**src/rtl/gate_unit_arbiter_if.sv**
```systemverilog
// Request/grant/result bundle between two requesters and the gate unit arbiter.
// The master side drives requests and operands; the slave side returns grants and results.
interface gate_unit_arbiter_if;
   logic       iReq0;
   logic [1:0] iOp0;
   logic       iA0;
   logic       iB0;
   logic       iReq1;
   logic [1:0] iOp1;
   logic       iA1;
   logic       iB1;
   logic       oGnt0;
   logic       oGnt1;
   logic       oResult;
   logic       oValid;
   logic       oId;
   logic       oBusy;
   logic [7:0] oCount;

   modport master (
      output iReq0, iOp0, iA0, iB0, iReq1, iOp1, iA1, iB1,
      input  oGnt0, oGnt1, oResult, oValid, oId, oBusy, oCount
   );

   modport slave (
      input  iReq0, iOp0, iA0, iB0, iReq1, iOp1, iA1, iB1,
      output oGnt0, oGnt1, oResult, oValid, oId, oBusy, oCount
   );
endinterface

```
**src/rtl/gate_unit_arbiter.sv**
```systemverilog
// Two-requester round-robin arbiter feeding a single 1-bit gate unit.
// Each operation takes IDLE -> EXEC -> DONE; requests outside IDLE are ignored.
module gate_unit_arbiter (
   input logic                 iClk,
   input logic                 iRst,
   gate_unit_arbiter_if.slave  bus
);

   typedef enum logic [1:0] {StIdle, StExec, StDone} stateT;

   stateT      stateQ, stateD;
   logic       anyReq;
   logic       winner;
   logic       lastQ;
   logic       idQ;
   logic [1:0] opQ;
   logic       aQ;
   logic       bQ;
   logic       gateOut;
   logic       resultQ;
   logic       ownerQ;
   logic [7:0] countQ;

   // On a tie the requester not served last wins; lastQ resets to 1 so requester 0 goes first.
   always_comb begin
      anyReq = bus.iReq0 | bus.iReq1;
      winner = (bus.iReq0 && bus.iReq1) ? ~lastQ : bus.iReq1;
   end

   always_ff @(posedge iClk) begin
      if (iRst) begin
         stateQ <= StIdle;
      end else begin
         stateQ <= stateD;
      end
   end

   always_comb begin
      stateD = stateQ;
      unique case (stateQ)
         StIdle:  if (anyReq) stateD = StExec;
         StExec:  stateD = StDone;
         StDone:  stateD = StIdle;
         default: stateD = StIdle;
      endcase
   end

   always_comb begin
      bus.oGnt0 = (stateQ == StExec) && !idQ;
      bus.oGnt1 = (stateQ == StExec) && idQ;
      bus.oValid = (stateQ == StDone);
      bus.oBusy = (stateQ != StIdle);
   end

   always_comb begin
      gateOut = 1'b0;
      unique case (opQ)
         2'b00: gateOut = aQ & bQ;
         2'b01: gateOut = aQ | bQ;
         2'b10: gateOut = ~aQ;
         2'b11: gateOut = aQ ^ bQ;
         default: gateOut = 1'b0;
      endcase
   end

   // idQ tracks the in-flight winner; ownerQ holds the id of the last completed result.
   always_ff @(posedge iClk) begin
      if (iRst) begin
         lastQ   <= 1'b1;
         idQ     <= 1'b0;
         opQ     <= 2'b00;
         aQ      <= 1'b0;
         bQ      <= 1'b0;
         resultQ <= 1'b0;
         ownerQ  <= 1'b0;
         countQ  <= 8'd0;
      end else begin
         if (stateQ == StIdle && anyReq) begin
            idQ   <= winner;
            lastQ <= winner;
            opQ   <= winner ? bus.iOp1 : bus.iOp0;
            aQ    <= winner ? bus.iA1 : bus.iA0;
            bQ    <= winner ? bus.iB1 : bus.iB0;
         end
         if (stateQ == StExec) begin
            resultQ <= gateOut;
            ownerQ  <= idQ;
            countQ  <= countQ + 8'd1;
         end
      end
   end

   assign bus.oResult = resultQ;
   assign bus.oId     = ownerQ;
   assign bus.oCount  = countQ;

endmodule

```
**src/flat_wrapper.sv**
```systemverilog
// flat-port wrapper written by rule: the top's interface ports become plain ports
module gate_unit_arbiter_flat 
  (iClk, iRst, bus_iReq0, bus_iOp0, bus_iA0, bus_iB0, bus_iReq1, bus_iOp1, bus_iA1, bus_iB1, bus_oGnt0, bus_oGnt1, bus_oResult, bus_oValid, bus_oId, bus_oBusy, bus_oCount);
  gate_unit_arbiter_if bus_i ();
  input logic iClk;
  input logic iRst;
  input wire logic [$bits(bus_i.iReq0)-1:0] bus_iReq0;
  input wire logic [$bits(bus_i.iOp0)-1:0] bus_iOp0;
  input wire logic [$bits(bus_i.iA0)-1:0] bus_iA0;
  input wire logic [$bits(bus_i.iB0)-1:0] bus_iB0;
  input wire logic [$bits(bus_i.iReq1)-1:0] bus_iReq1;
  input wire logic [$bits(bus_i.iOp1)-1:0] bus_iOp1;
  input wire logic [$bits(bus_i.iA1)-1:0] bus_iA1;
  input wire logic [$bits(bus_i.iB1)-1:0] bus_iB1;
  output wire logic [$bits(bus_i.oGnt0)-1:0] bus_oGnt0;
  output wire logic [$bits(bus_i.oGnt1)-1:0] bus_oGnt1;
  output wire logic [$bits(bus_i.oResult)-1:0] bus_oResult;
  output wire logic [$bits(bus_i.oValid)-1:0] bus_oValid;
  output wire logic [$bits(bus_i.oId)-1:0] bus_oId;
  output wire logic [$bits(bus_i.oBusy)-1:0] bus_oBusy;
  output wire logic [$bits(bus_i.oCount)-1:0] bus_oCount;
  assign bus_i.iReq0 = bus_iReq0;
  assign bus_i.iOp0 = bus_iOp0;
  assign bus_i.iA0 = bus_iA0;
  assign bus_i.iB0 = bus_iB0;
  assign bus_i.iReq1 = bus_iReq1;
  assign bus_i.iOp1 = bus_iOp1;
  assign bus_i.iA1 = bus_iA1;
  assign bus_i.iB1 = bus_iB1;
  assign bus_oGnt0 = bus_i.oGnt0;
  assign bus_oGnt1 = bus_i.oGnt1;
  assign bus_oResult = bus_i.oResult;
  assign bus_oValid = bus_i.oValid;
  assign bus_oId = bus_i.oId;
  assign bus_oBusy = bus_i.oBusy;
  assign bus_oCount = bus_i.oCount;
  gate_unit_arbiter u_core (.iClk(iClk), .iRst(iRst), .bus(bus_i));
endmodule
```
**config.mk**
```make
export PLATFORM = sky130hd
export DESIGN_NAME = gate_unit_arbiter_flat
export DESIGN_NICKNAME = d
export VERILOG_FILES = /design/src/rtl/gate_unit_arbiter_if.sv /design/src/rtl/gate_unit_arbiter.sv /design/src/flat_wrapper.sv
export SDC_FILE = /design/constraint.sdc
export NUM_CORES = 1
export LEC_CHECK = 0
export ABC_AREA = 1
export ABC_CLOCK_PERIOD_IN_PS = 2350
export CAP_MARGIN = 30
export CORE_MARGIN = 2
export CORE_UTILIZATION = 28
export DETAILED_ROUTE_END_ITERATION = 7
export DONT_BUFFER_PORTS = 1
export PLACE_DENSITY = 0.37
export SKIP_LAST_GASP = 1
export SLEW_MARGIN = 20
export SYNTH_ARGS = -nofsm -noshare
export SYNTH_HDL_FRONTEND = slang
export SYNTH_SLANG_ARGS = --single-unit
```
**constraint.sdc**
```tcl
create_clock -name iClk -period 2.35 [get_ports iClk]
set_clock_uncertainty 0.05 [all_clocks]
set_input_delay 0.47 -clock iClk [delete_from_list [all_inputs] [get_ports iClk]]
set_output_delay 0.47 -clock iClk [all_outputs]
set_load 0.02 [all_outputs]
```
Yosys cells after proc, flatten, opt, wreduce, memory -nomap -nowiden
Index checks and enable logic that the tools add are counted.
- bits in registers: 18
- bits in latches: 0
- memory bits (writable): 0
- memory bits (read-only): 0
- input bits: 12
- word-level logic and storage cells: 37
- memories kept: 0
- add/subtract/negate cells: 1
- multipliers: 0
- divide/modulo/power cells: 0
- magnitude comparators: 0
- eq/ne operators: 6
- shift-type cells: 0
- multiplexer cells: 7
- bitwise gates (word level): 6
- reductions and logical operators: 8
- operators with widths (kind ; count):
    $add A8 B1 Y8 const B ; 1
    $eq A2 B2 Y1 const B ; 3
    $eq A2 B1 Y1 const B ; 2
    $logic_and A1 B1 Y1 ; 4
    $logic_not A2 Y1 ; 2
    $mux W2 ; 2
    $pmux W1 S4 ; 1
    $pmux W2 S2 ; 1
    $mux W1 ; 3
    $ne A2 B1 Y1 const B ; 1
    $not A1 Y1 ; 2
    $or A1 B1 Y1 ; 2
    $reduce_bool A2 Y1 ; 1
    $and A1 B1 Y1 ; 1
    $logic_not A1 Y1 ; 1
    $xor A1 B1 Y1 ; 1

Depth between registers and ports, before layout
- depth after elaboration: 3
- mapped depth: 7
- mapped depth without buffers: 7

Worst setup path after synthesis
Ideal clock, no wire load.
- path kind: register to output
- from: register u_core.stateQ[0]
- to: output bus_oGnt1
- arrival time: 0.964 ns
- data required time: 1.830 ns
- slack: 0.866 ns
- stages on the path, launching flop included: 5
- buffers on the path: 0
- path through: dfxtp_1 > inv_2 > nor2_4 > inv_1 > nor2_1
- cells in the longest elaborated chain, start to end: 2
- ends and longest elaborated chain (item ; line ; text):
    start, declared ; gate_unit_arbiter.sv:11 ; stateT stateQ, stateD;
    start signal, assigned ; gate_unit_arbiter.sv:32 ; stateQ <= StIdle;
    start signal, assigned ; gate_unit_arbiter.sv:34 ; stateQ <= stateD;
    $eq A2 B1 Y1 ; gate_unit_arbiter.sv:50 ; bus.oGnt1 = (stateQ == StExec) && idQ;
    $logic_and A1 B1 Y1 ; gate_unit_arbiter.sv:50 ;
    end, declared ; flat_wrapper.sv:16 ; output wire logic [$bits(bus_i.oGnt1)-1:0] bus_oGnt1;
No other way between the ends.

Worst setup path after layout
Ends and elaborated chain as after synthesis.

==> flow_metrics.tcl <==
set metrics [dict create \
    core_sq_mm 0.003053 \
    gp_routability_congestion 0.7236 \
    n_antenna_cell 0 \
    cts.path.max_buffers 2 \
    drt-pass1-iter-count 4 \
    critical_path_arrival_ns 1.37 \
    crit_path_max_incr_delay_ns 0.42 \
    worst_setup_path_start_kind "flop" \
    crit_type "flop to output port" \
    cts_made_buffers 3 \
    final_hold_violating_endpoints 0 \
    ys_seq_area_frac 0.4039 \
    hold_ws_ns 0.1682 \
    max_cap_violations 0 \
    wl_per_cell_um 10.34 \
    overall_via_count_from_detail_route 716 \
    worstPathCellList "inv_2 -> nor2_4 -> inv_1 -> nor2_1" \
    highest_clock_rate_ghz 0.5282 \
    setup_viol 0 \
    synth_top_cell_by_area "sky130_fd_sc_hd__dfxtp_1" \
    post_cts_repair_setup_buffers 0 \
    area_delta_synth_final_pct 9.397 \
    layout-drive-gt1-share 0.1308 \
    worst_slew_pin_slew_ns 0.4075 \
    ctsHtreeMaxLevel 1 \
    core_occupancy_in_the_finished_layout 0.3197 \
    synth_area_leaders "sky130_fd_sc_hd__dfxtp_1 40%, sky130_fd_sc_hd__nand2_1 10%, sky130_fd_sc_hd__inv_1 8.8%, sky130_fd_sc_hd__o21ai_0 7.9%, sky130_fd_sc_hd__nor2_1 7.6%" \
    cts.sinks 18 \
    synth_cell_types 16 \
    pre_cts_ws_ns 0.7808 \
    synth-seq-cells 18 \
    crit_required_ns 1.83 \
    post-route-worst-setup-slack_ns 0.4567 \
    gr-total-overflow 0 \
    p_leak_nw 0.4438 \
    worst-path-max-fanout 7 \
    cts_resized 0 \
    power_density_mw_per_mm2 658.0 \
    route.detailed.vias_per_inst 4.115 \
    dieArea_sq_mm 0.003654 \
    antenna_found_initial 0 \
    grt.total_usage 0.1096 \
    synth_warnings 0 \
    report.final.slew_viol_count 0 \
    status "finished clean" \
    place_area_sq_um 939.7 \
    mappedNetlistArea_sq_um 892.1 \
    crit_path_top_delay_cell "sky130_fd_sc_hd__dfxtp_1" \
    routed_wirelength_mm 1.799 \
    grt_start_max_net_pins 15 \
    die-width_um 60.45 \
    synth.net_count 142 \
    fin_crit_sh 0.8057 \
    post-route-drc-count 0 \
    post-route-cell-area_sq_um 975.9 \
    cts.clk_slew.worst_paths_ns 0.12 \
    initial_core_util 0.2922 \
    syn-instance-count 127 \
    rsz0062_at_grt "no" \
    yosys.area.top_type_share 0.4039 \
    vdd_ir_drop_max_mv 0.1745 \
    number_of_nets_with_antenna_violations_after_routing 0 \
    maxSlewHeadroom 0.7273 \
    layout.cells.most_common_list "24 x sky130_fd_sc_hd__nand2_1, 21 x sky130_fd_sc_hd__inv_1, 18 x sky130_fd_sc_hd__nor2_1, 18 x sky130_fd_sc_hd__dfxtp_1, 14 x sky130_fd_sc_hd__o21ai_0" \
    floorplan.io_pins 26 \
    first_global_vias 651 \
    timing.hold.worst.class "primary input to flop" \
    rows 20 \
    numPortBuffers 0 \
    fin_tns_setup_ns 0 \
    critPathCaptureType "output port" \
    final_common_cell "sky130_fd_sc_hd__nand2_1" \
    holdBufCountCts 0 \
    final_nets 146 \
    dp_hpwl_mm 1.381 \
    worst_skew_pair.late_latency_ns 0.30 \
    floorplan.die.height_um 60.45 \
    drt_first_iter_violations 31 \
    layout.filler_cells 350 \
    layout_min_cycle_time_ns 1.893 \
    clock-root-buffer "sky130_fd_sc_hd__clkbuf_4" \
    syn_avg_cell_area_sq_um 7.024 \
    global_route_wire_length_before_repair_mm 2.980 \
    tritoncts "yes" \
]
==> layout make-up <==
type                            instances  area (sq um)  area share
Multi-Input combinational cell         84         434.2      0.4449
Sequential cell                        18         360.3      0.3692
Inverter                               24         90.09     0.09231
Tap cell                               44         55.05     0.05641
Clock buffer                            4         36.28     0.03718
==> worst paths after layout <==
check	from	end	slack (ns)	depth (start not counted)
max	u_core.stateQ[0]$_SDFFE_PP0P_	bus_oGnt1	0.46	4
min	iRst	u_core.idQ$_SDFFE_PP0P_	0.17	1
max reg2reg	u_core.bus.oCount[1]$_SDFFE_PP0N_	u_core.bus.oCount[4]$_SDFFE_PP0N_	0.84	6
min reg2reg	u_core.lastQ$_SDFFE_PP1P_	u_core.lastQ$_SDFFE_PP1P_	0.45	2
==> critical path, delay by kind of cell (launching register included) <==
family | cells | cell delay [ns]
simple gates | 2 | 0.47
flops | 1 | 0.42
buf+inv | 2 | 0.19
==> cells by family (layout without fill, tap and decap cells) <==
logic type               count (synthesis)  after routing  synth area share
AND/OR/NAND/NOR                         58             58            0.3156
buffers and inverters                   25             28            0.1094
AO/OA/AOI/OAI                           23             23            0.1290
flip-flops                              18             18            0.4039
adder cells (fa/ha/maj)                  3              3           0.04208
==> state kept, by name (all words and copies together) (netlist names) <==
name / flops
u_core.idQ: 1
u_core.bus.oResult: 1
u_core.lastQ: 1
u_core.aQ: 1
u_core.bQ: 1
u_core.stateQ: 2
u_core.bus.oId: 1
u_core.bus.oCount: 8
u_core.opQ: 2
==> cells in the mapped netlist <==
master	count
sky130_fd_sc_hd__buf_4	1
sky130_fd_sc_hd__nand2_4	1
sky130_fd_sc_hd__nor2_2	5
sky130_fd_sc_hd__ha_1	3
sky130_fd_sc_hd__nor2_1	18
sky130_fd_sc_hd__o21ai_0	14
sky130_fd_sc_hd__inv_1	21
sky130_fd_sc_hd__dfxtp_1	18
sky130_fd_sc_hd__nor2_4	1
sky130_fd_sc_hd__inv_2	3
sky130_fd_sc_hd__nor3_1	1
sky130_fd_sc_hd__nand2_1	24
sky130_fd_sc_hd__nand3_2	2
sky130_fd_sc_hd__a21oi_1	9
sky130_fd_sc_hd__nor2_8	1
sky130_fd_sc_hd__nand3_1	5
==> per-stage QoR <==
stage	cells	total power, W
after floorplan	127	0.0004371
after global placement	170	0.0004558
after detailed placement	170	0.0004570
after CTS	174	0.0006565
after global routing	174	0.0006901
final	174	0.0006422
==> per-layer routing <==
layer  vias up  track usage  part of all wire
li1        397            -                 -
met5         -            0                 0
met2        21       0.1599              0.43
met3         2      0.03198             0.063
met4         0      0.05590             0.011
met1       296       0.1469              0.50
==> power by group <==
group          switching [W]  internal (W)
Sequential         0.0000266      0.000326
Clock               0.000101     0.0000943
Combinational      0.0000629     0.0000316
Note: power is estimated with default switching activity, not from simulation.
